`src/rtl/multi_seq_div_if.sv`:
```
// Handshake and operand/result bundle for the sequential divider.
// The master drives the request and operands; the slave returns results and status.
interface multi_seq_div_if #(
    parameter int WIDTH = 4
);
    logic             start;
    logic [WIDTH-1:0] dividend;
    logic [WIDTH-1:0] divisor;
    logic [WIDTH-1:0] quotient;
    logic [WIDTH-1:0] remainder;
    logic             div_by_zero;
    logic             busy;
    logic             done;

    modport master (
        output start, dividend, divisor,
        input  quotient, remainder, div_by_zero, busy, done
    );

    modport slave (
        input  start, dividend, divisor,
        output quotient, remainder, div_by_zero, busy, done
    );
endinterface

```
`src/rtl/multi_seq_div.sv`:
```
// Sequential restoring unsigned divider: one quotient bit per clock, start/busy/done handshake.
// A zero divisor skips the iterations and reports all-ones quotient with the dividend as remainder.
module multi_seq_div #(
    parameter int WIDTH = 4
) (
    input  logic               clk,
    input  logic               rst,
    multi_seq_div_if.slave     bus
);
    localparam int CW = (WIDTH > 2) ? $clog2(WIDTH) : 1;

    typedef enum logic [1:0] {IDLE, CALC, DONE} state_t;

    state_t           state_q, state_d;
    logic [WIDTH-1:0] q_work_q, q_work_d;
    logic [WIDTH:0]   r_work_q, r_work_d;
    logic [WIDTH-1:0] divisor_q, divisor_d;
    logic [CW-1:0]    count_q, count_d;
    logic [WIDTH-1:0] quotient_q, quotient_d;
    logic [WIDTH-1:0] remainder_q, remainder_d;
    logic             dbz_q, dbz_d;

    logic [WIDTH:0]   trial;
    logic [WIDTH:0]   r_next;
    logic [WIDTH-1:0] q_next;

    always_ff @(posedge clk or posedge rst) begin
        if (rst) begin
            state_q     <= IDLE;
            q_work_q    <= '0;
            r_work_q    <= '0;
            divisor_q   <= '0;
            count_q     <= '0;
            quotient_q  <= '0;
            remainder_q <= '0;
            dbz_q       <= 1'b0;
        end else begin
            state_q     <= state_d;
            q_work_q    <= q_work_d;
            r_work_q    <= r_work_d;
            divisor_q   <= divisor_d;
            count_q     <= count_d;
            quotient_q  <= quotient_d;
            remainder_q <= remainder_d;
            dbz_q       <= dbz_d;
        end
    end

    // One restoring step: shift the next dividend bit into the partial remainder and try a subtract.
    always_comb begin
        trial = {r_work_q[WIDTH-1:0], q_work_q[WIDTH-1]};
        if (trial >= {1'b0, divisor_q}) begin
            r_next = trial - {1'b0, divisor_q};
            q_next = {q_work_q[WIDTH-2:0], 1'b1};
        end else begin
            r_next = trial;
            q_next = {q_work_q[WIDTH-2:0], 1'b0};
        end
    end

    always_comb begin
        state_d     = state_q;
        q_work_d    = q_work_q;
        r_work_d    = r_work_q;
        divisor_d   = divisor_q;
        count_d     = count_q;
        quotient_d  = quotient_q;
        remainder_d = remainder_q;
        dbz_d       = dbz_q;
        case (state_q)
            IDLE: begin
                if (bus.start) begin
                    q_work_d  = bus.dividend;
                    r_work_d  = '0;
                    divisor_d = bus.divisor;
                    count_d   = CW'(WIDTH - 1);
                    dbz_d     = 1'b0;
                    if (bus.divisor == '0) begin
                        quotient_d  = '1;
                        remainder_d = bus.dividend;
                        dbz_d       = 1'b1;
                        state_d     = DONE;
                    end else begin
                        state_d = CALC;
                    end
                end
            end
            CALC: begin
                q_work_d = q_next;
                r_work_d = r_next;
                count_d  = count_q - CW'(1);
                if (count_q == '0) begin
                    quotient_d  = q_next;
                    remainder_d = r_next[WIDTH-1:0];
                    state_d     = DONE;
                end
            end
            DONE: begin
                state_d = IDLE;
            end
            default: begin
                state_d = IDLE;
            end
        endcase
    end

    assign bus.quotient    = quotient_q;
    assign bus.remainder   = remainder_q;
    assign bus.div_by_zero = dbz_q;
    assign bus.busy        = (state_q == CALC);
    assign bus.done        = (state_q == DONE);
endmodule

```
`src/flat_wrapper.sv`:
```
// flat-port wrapper written by rule: the top's interface ports become plain ports
module multi_seq_div_flat 
#(
    parameter int WIDTH = 4
)
  (clk, rst, bus_start, bus_dividend, bus_divisor, bus_quotient, bus_remainder, bus_div_by_zero, bus_busy, bus_done);
  multi_seq_div_if #(.WIDTH(WIDTH)) bus_i ();
  input  logic clk;
  input  logic rst;
  input wire logic [$bits(bus_i.start)-1:0] bus_start;
  input wire logic [$bits(bus_i.dividend)-1:0] bus_dividend;
  input wire logic [$bits(bus_i.divisor)-1:0] bus_divisor;
  output wire logic [$bits(bus_i.quotient)-1:0] bus_quotient;
  output wire logic [$bits(bus_i.remainder)-1:0] bus_remainder;
  output wire logic [$bits(bus_i.div_by_zero)-1:0] bus_div_by_zero;
  output wire logic [$bits(bus_i.busy)-1:0] bus_busy;
  output wire logic [$bits(bus_i.done)-1:0] bus_done;
  assign bus_i.start = bus_start;
  assign bus_i.dividend = bus_dividend;
  assign bus_i.divisor = bus_divisor;
  assign bus_quotient = bus_i.quotient;
  assign bus_remainder = bus_i.remainder;
  assign bus_div_by_zero = bus_i.div_by_zero;
  assign bus_busy = bus_i.busy;
  assign bus_done = bus_i.done;
  multi_seq_div #(.WIDTH(WIDTH)) u_core (.clk(clk), .rst(rst), .bus(bus_i));
endmodule
```
`config.mk`:
```
export PLATFORM = sky130hd
export DESIGN_NAME = multi_seq_div_flat
export DESIGN_NICKNAME = d
export VERILOG_FILES = /design/src/rtl/multi_seq_div_if.sv /design/src/rtl/multi_seq_div.sv /design/src/flat_wrapper.sv
export SDC_FILE = /design/constraint.sdc
export NUM_CORES = 1
export LEC_CHECK = 0
export ABC_AREA = 1
export CAP_MARGIN = 15
export CORE_ASPECT_RATIO = 1.2
export CORE_MARGIN = 10
export CORE_UTILIZATION = 45
export DETAILED_ROUTE_END_ITERATION = 6
export PLACE_DENSITY = 0.69
export SLEW_MARGIN = 20
export SYNTH_ARGS = -nofsm -noshare
export SYNTH_HDL_FRONTEND = slang
export SYNTH_SLANG_ARGS = --single-unit
```
`constraint.sdc`:
```
create_clock -name clk -period 2.2 [get_ports clk]
set_clock_uncertainty 0.15 [all_clocks]
set_input_delay 0.55 -clock clk [delete_from_list [all_inputs] [get_ports clk]]
set_output_delay 0.55 -clock clk [all_outputs]
set_load 0.1 [all_outputs]
```
# ---- After elaboration in Yosys (flattened, before gate mapping)
# Cells that the tools add are included.
dict set report word_totals {
  ff_bits 25
  inputBits 11
  out_inout_bits 11
  elab_cells 45
}
dict set report classes {
  n_addsub 2
  order_cmp 1
  n_eq_ne 5
  muxes 21
  reduce_logical 8
}
# op n
set ops {}
lappend ops {{$mux 4} 9}
lappend ops {{$pmux 4 s2} 4}
lappend ops {{$mux 2} 4}
lappend ops {{$pmux 2 s2} 2}
lappend ops {{$reduce_and 2->1} 3}
lappend ops {{$ge 5x4->1} 1}
lappend ops {{$logic_not 2->1} 2}
lappend ops {{$logic_not 4->1} 1}
lappend ops {{$ne 2x1->1 const B} 2}
lappend ops {{$reduce_and 4->1} 1}
lappend ops {{$sub 4x4->4} 1}
lappend ops {{$eq 2x1->1 const B} 1}
lappend ops {{$eq 2x2->1 const B} 1}
lappend ops {{$mux 1} 2}
lappend ops {{$ne 2x2->1 const B} 1}
lappend ops {{$reduce_bool 2->1} 1}
lappend ops {{$sub 2x1->2 const B} 1}

# ---- Depth between registers and ports, before layout
dict set report depth {
  ltp_word 4
  mapped_depth 12
  depth_no_buf 12
}

# ---- Worst setup path after synthesis
# OpenSTA, ideal clock, no wires.
dict set report synth_timing {
  path_kind {reg-to-output}
  startpoint {register u_core.state_q[0]}
  endpoint {output port bus_done}
  arrival_time_ns 1.667
  required_time_ns 1.500
  slack_ns -0.167
  stages_incl_launch_ff 2
  n_path_buf 0
  cell_sequence {dfrtp_1 nor2_1}
}
dict set report synth_between {
  elab_chain_len 1
}
# element line
set synth_lines {}
lappend synth_lines {{from (decl)} multi_seq_div.sv:14} ;# state_t state_q, state_d;
lappend synth_lines {{from (signal assigned)} multi_seq_div.sv:38} ;# state_q <= state_d;
lappend synth_lines {{$eq 2x2->1} multi_seq_div.sv:111} ;# assign bus.done = (state_q == DONE);
lappend synth_lines {{to (decl)} flat_wrapper.sv:17} ;# output wire logic [$bits(bus_i.done)-1:0] bus_done;
# No other way between the ends.

# ---- Final worst setup path
dict set report layout_timing {
  startpoint {register u_core.state_q[1]}
  endpoint {output port bus_busy}
}
dict set report layout_between {
  elab_chain_len 1
}
# element line
set layout_lines {}
lappend layout_lines {{$eq 2x1->1} multi_seq_div.sv:110} ;# assign bus.busy = (state_q == CALC);
lappend layout_lines {{to (decl)} flat_wrapper.sv:16} ;# output wire logic [$bits(bus_i.busy)-1:0] bus_busy;
# No other way between the ends.

==> metrics.cfg <==
[status]
status = finished, final reports clean

[clocking]
htree_levels = 1
clk_latency_ps = 340
clk_pin_slew_ps = 150
clock_path_buffers = 2
cts_sinks = 25
cts_root_buf = clkbuf_4
cts_tree = done
numCtsBuffers = 3

[floorplanning]
dieArea_um2 = 5467
rows = 21
start_util = 0.4690
fp.coreArea_um2 = 2785
dieHeight_um = 79.02
die_w_um = 69.19
io_pins = 22

[placed_design]
place_congestion = 0.8630
pre_cts_slack_ps = 167.0
io_buffers = 21
dp_hpwl_mm = 2.237

[setup_path]
crit_type = reg -> out
crit_chain = inv_2 > nand2_2 > inv_4 > buf_12
worst_setup_path_end_kind = primary output
critPathArrivalTime_ps = 1430
path_delay_family = buffers and inverters
crit_buf_inv = 3
cp-start-kind = flip-flop
cp_max_fo = 16
required_ps = 1500
crit_path_top_delay_cell = dfrtp_1
max_stage_delay_ps = 420

[global_route]
grt_max_degree = 26
grt_pass1_vias = 1156
grt_pass1_wl_mm = 5.126
grt_usage = 0.1090
overflow = 0
grt_antenna_before_repair = 0

[detailed_routing]
first_pass_iters = 4
wl_per_cell_um = 13.20
drt_wl_total_mm = 2.890
drcViolationCount = 0
routed_via_density = 5.027
drtIter0Drc = 37
vias = 1101
ant_nets = 0

[sta]
rsz0062_at_grt = no
period_minus_slack_ps = 2130
hold_viol_final = 0
worstMarginPinSlew_ps = 356.1
slew_headroom = 0.7617
finalSetupTns_ps = 0
fmax_ghz = 0.4695
finalMaxSlewViolations = 0
setup_slack_ps = 70.13
fin_crit_sh = 0.9681
final-setup-viol-count = 0

[layout]
drive_above_1_share = 0.1514
multi_input_area_um2 = 538.0
final_nets = 203
layout_common_cells = 35 x nand2_1, 27 x inv_1, 25 x dfrtp_1
num_antenna_cells = 0
ff_latch_area_um2 = 625.6
fillerInstances = 261
syn_to_final_growth_pct = 30.27
layout_commonest_cell = nand2_1

[hold_path]
hold_class = reg -> reg

[logic_synthesis]
syn-num-nets = 178
yosysSeqAreaShare = 0.4789
synthFlopType = dfrtp_1
synth_compound_area_frac = 0.08621
avgSynthCellArea_um2 = 8.113
synthXorXnorAreaFrac = 0.006705
synthCells = 161
synth_edf_count = 0
yosys.area_share.simple = 0.2538
synth_top_family_by_area = simple AND/OR/NAND/NOR gates
synth.area.mux_share = 0
ys_types = 25
synthAdderAreaFrac = 0.06322
synth_area_um2 = 1306
synth-seq-cells = 25
yosysWarnings = 0
async_reset_ff_frac = 1.000

[run]
maxCapViolCount = 0

-- layout make-up --
| class | instances | area share |
|---|---|---|
| Clock buffer | 3 | 0.01324 |
| Clock inverter | 1 | 0.004412 |
| Multi-Input combinational cell | 100 | 0.3162 |
| Sequential cell | 25 | 0.3676 |
| Inverter | 32 | 0.07206 |
| Tap cell | 34 | 0.02500 |
| Timing Repair Buffer | 24 | 0.2015 |
-- cell families after synthesis --
kind of cell,count (synthesis)
AO/OA/AOI/OAI,21
AND/OR/NAND/NOR,72
buffers and inverters,36
adder cells (fa/ha/maj),6
flip-flops,25
XOR/XNOR,1
-- final timing paths --
kind	from	depth (start not counted)	end	slack [ps]
min reg2reg	u_core.divisor_q[2]	2	u_core.divisor_q[2]	370
min	u_core.divisor_q[2]	2	u_core.divisor_q[2]	370
max reg2reg	u_core.r_work_q[1]	9	u_core.bus.remainder[3]	240
min in group asynchronous	rst	3	u_core.bus.quotient[3]	390
max	u_core.state_q[1]	4	bus_busy	70
max in group asynchronous	rst	3	u_core.r_work_q[2]	1260
-- worst reg2reg max path: stages, from the launching register on --
cell and delay, ps:
dfrtp_1 440, ha_1 340, a21oi_1 250, nand2_1 80
nand2_1 160, nand2_2 130, nand3_1 140, nand3_1 90
nand2_1 60, inv_1 30
-- per-layer routing --
layer / share of wire / track usage / routed length (um)
met5: 0 / 0 / 0
met4: 0.0093 / 0.04032 / 27
met3: 0.046 / 0.02363 / 133
met2: 0.51 / 0.1932 / 1474
met1: 0.43 / 0.1253 / 1254
-- flip-flops by register name, indices dropped and copies added, names as in the netlist --
| signal | count |
|---|---|
| u_core.q_work_q | 4 |
| u_core.r_work_q | 4 |
| u_core.state_q | 2 |
| u_core.bus.quotient | 4 |
| u_core.divisor_q | 4 |
| u_core.bus.div_by_zero | 1 |
| u_core.bus.remainder | 4 |
| u_core.count_q | 2 |
-- cell usage after synthesis, types with 2 or more instances --
master	instances	area share
or2_1	2	0.0096
nand2_2	3	0.014
dfrtp_1	25	0.48
inv_1	27	0.078
nand4_1	5	0.024
nand3_1	14	0.054
nand2_1	35	0.10
a31oi_1	3	0.014
o21ai_1	2	0.0077
or2_0	2	0.0096
a21oi_1	2	0.0077
buf_2	2	0.0077
inv_2	4	0.011
ha_1	5	0.048
nor2_1	9	0.026
o21ai_0	12	0.046
-- metrics by stage --
| step | std cells | utilization | cell area [um2] | hold WS (ps) |
|---|---|---|---|---|
| 2_1_floorplan | 161 | - | 1309 | 303.0 |
| 3_3_place_gp | 215 | 0.5993 | 1669 | 327.1 |
| 3_5_place_dp | 215 | 0.5993 | 1669 | 343.3 |
| 4_1_cts | 219 | 0.6101 | 1699 | 378.8 |
| 5_1_grt | 219 | 0.6110 | 1702 | 397.4 |
| 6_report | 219 | 0.6110 | 1702 | 368.3 |
-- timing repair --
action | CTS | global route
hold buffers | 0 | 0
endpoints found under the setup margin | 0 | 1
resized for setup | 0 | 2
setup buffers | 0 | 0
Power is not shown: default switching activity piles up to over one toggle a cycle in this logic, so the estimate is an artifact.
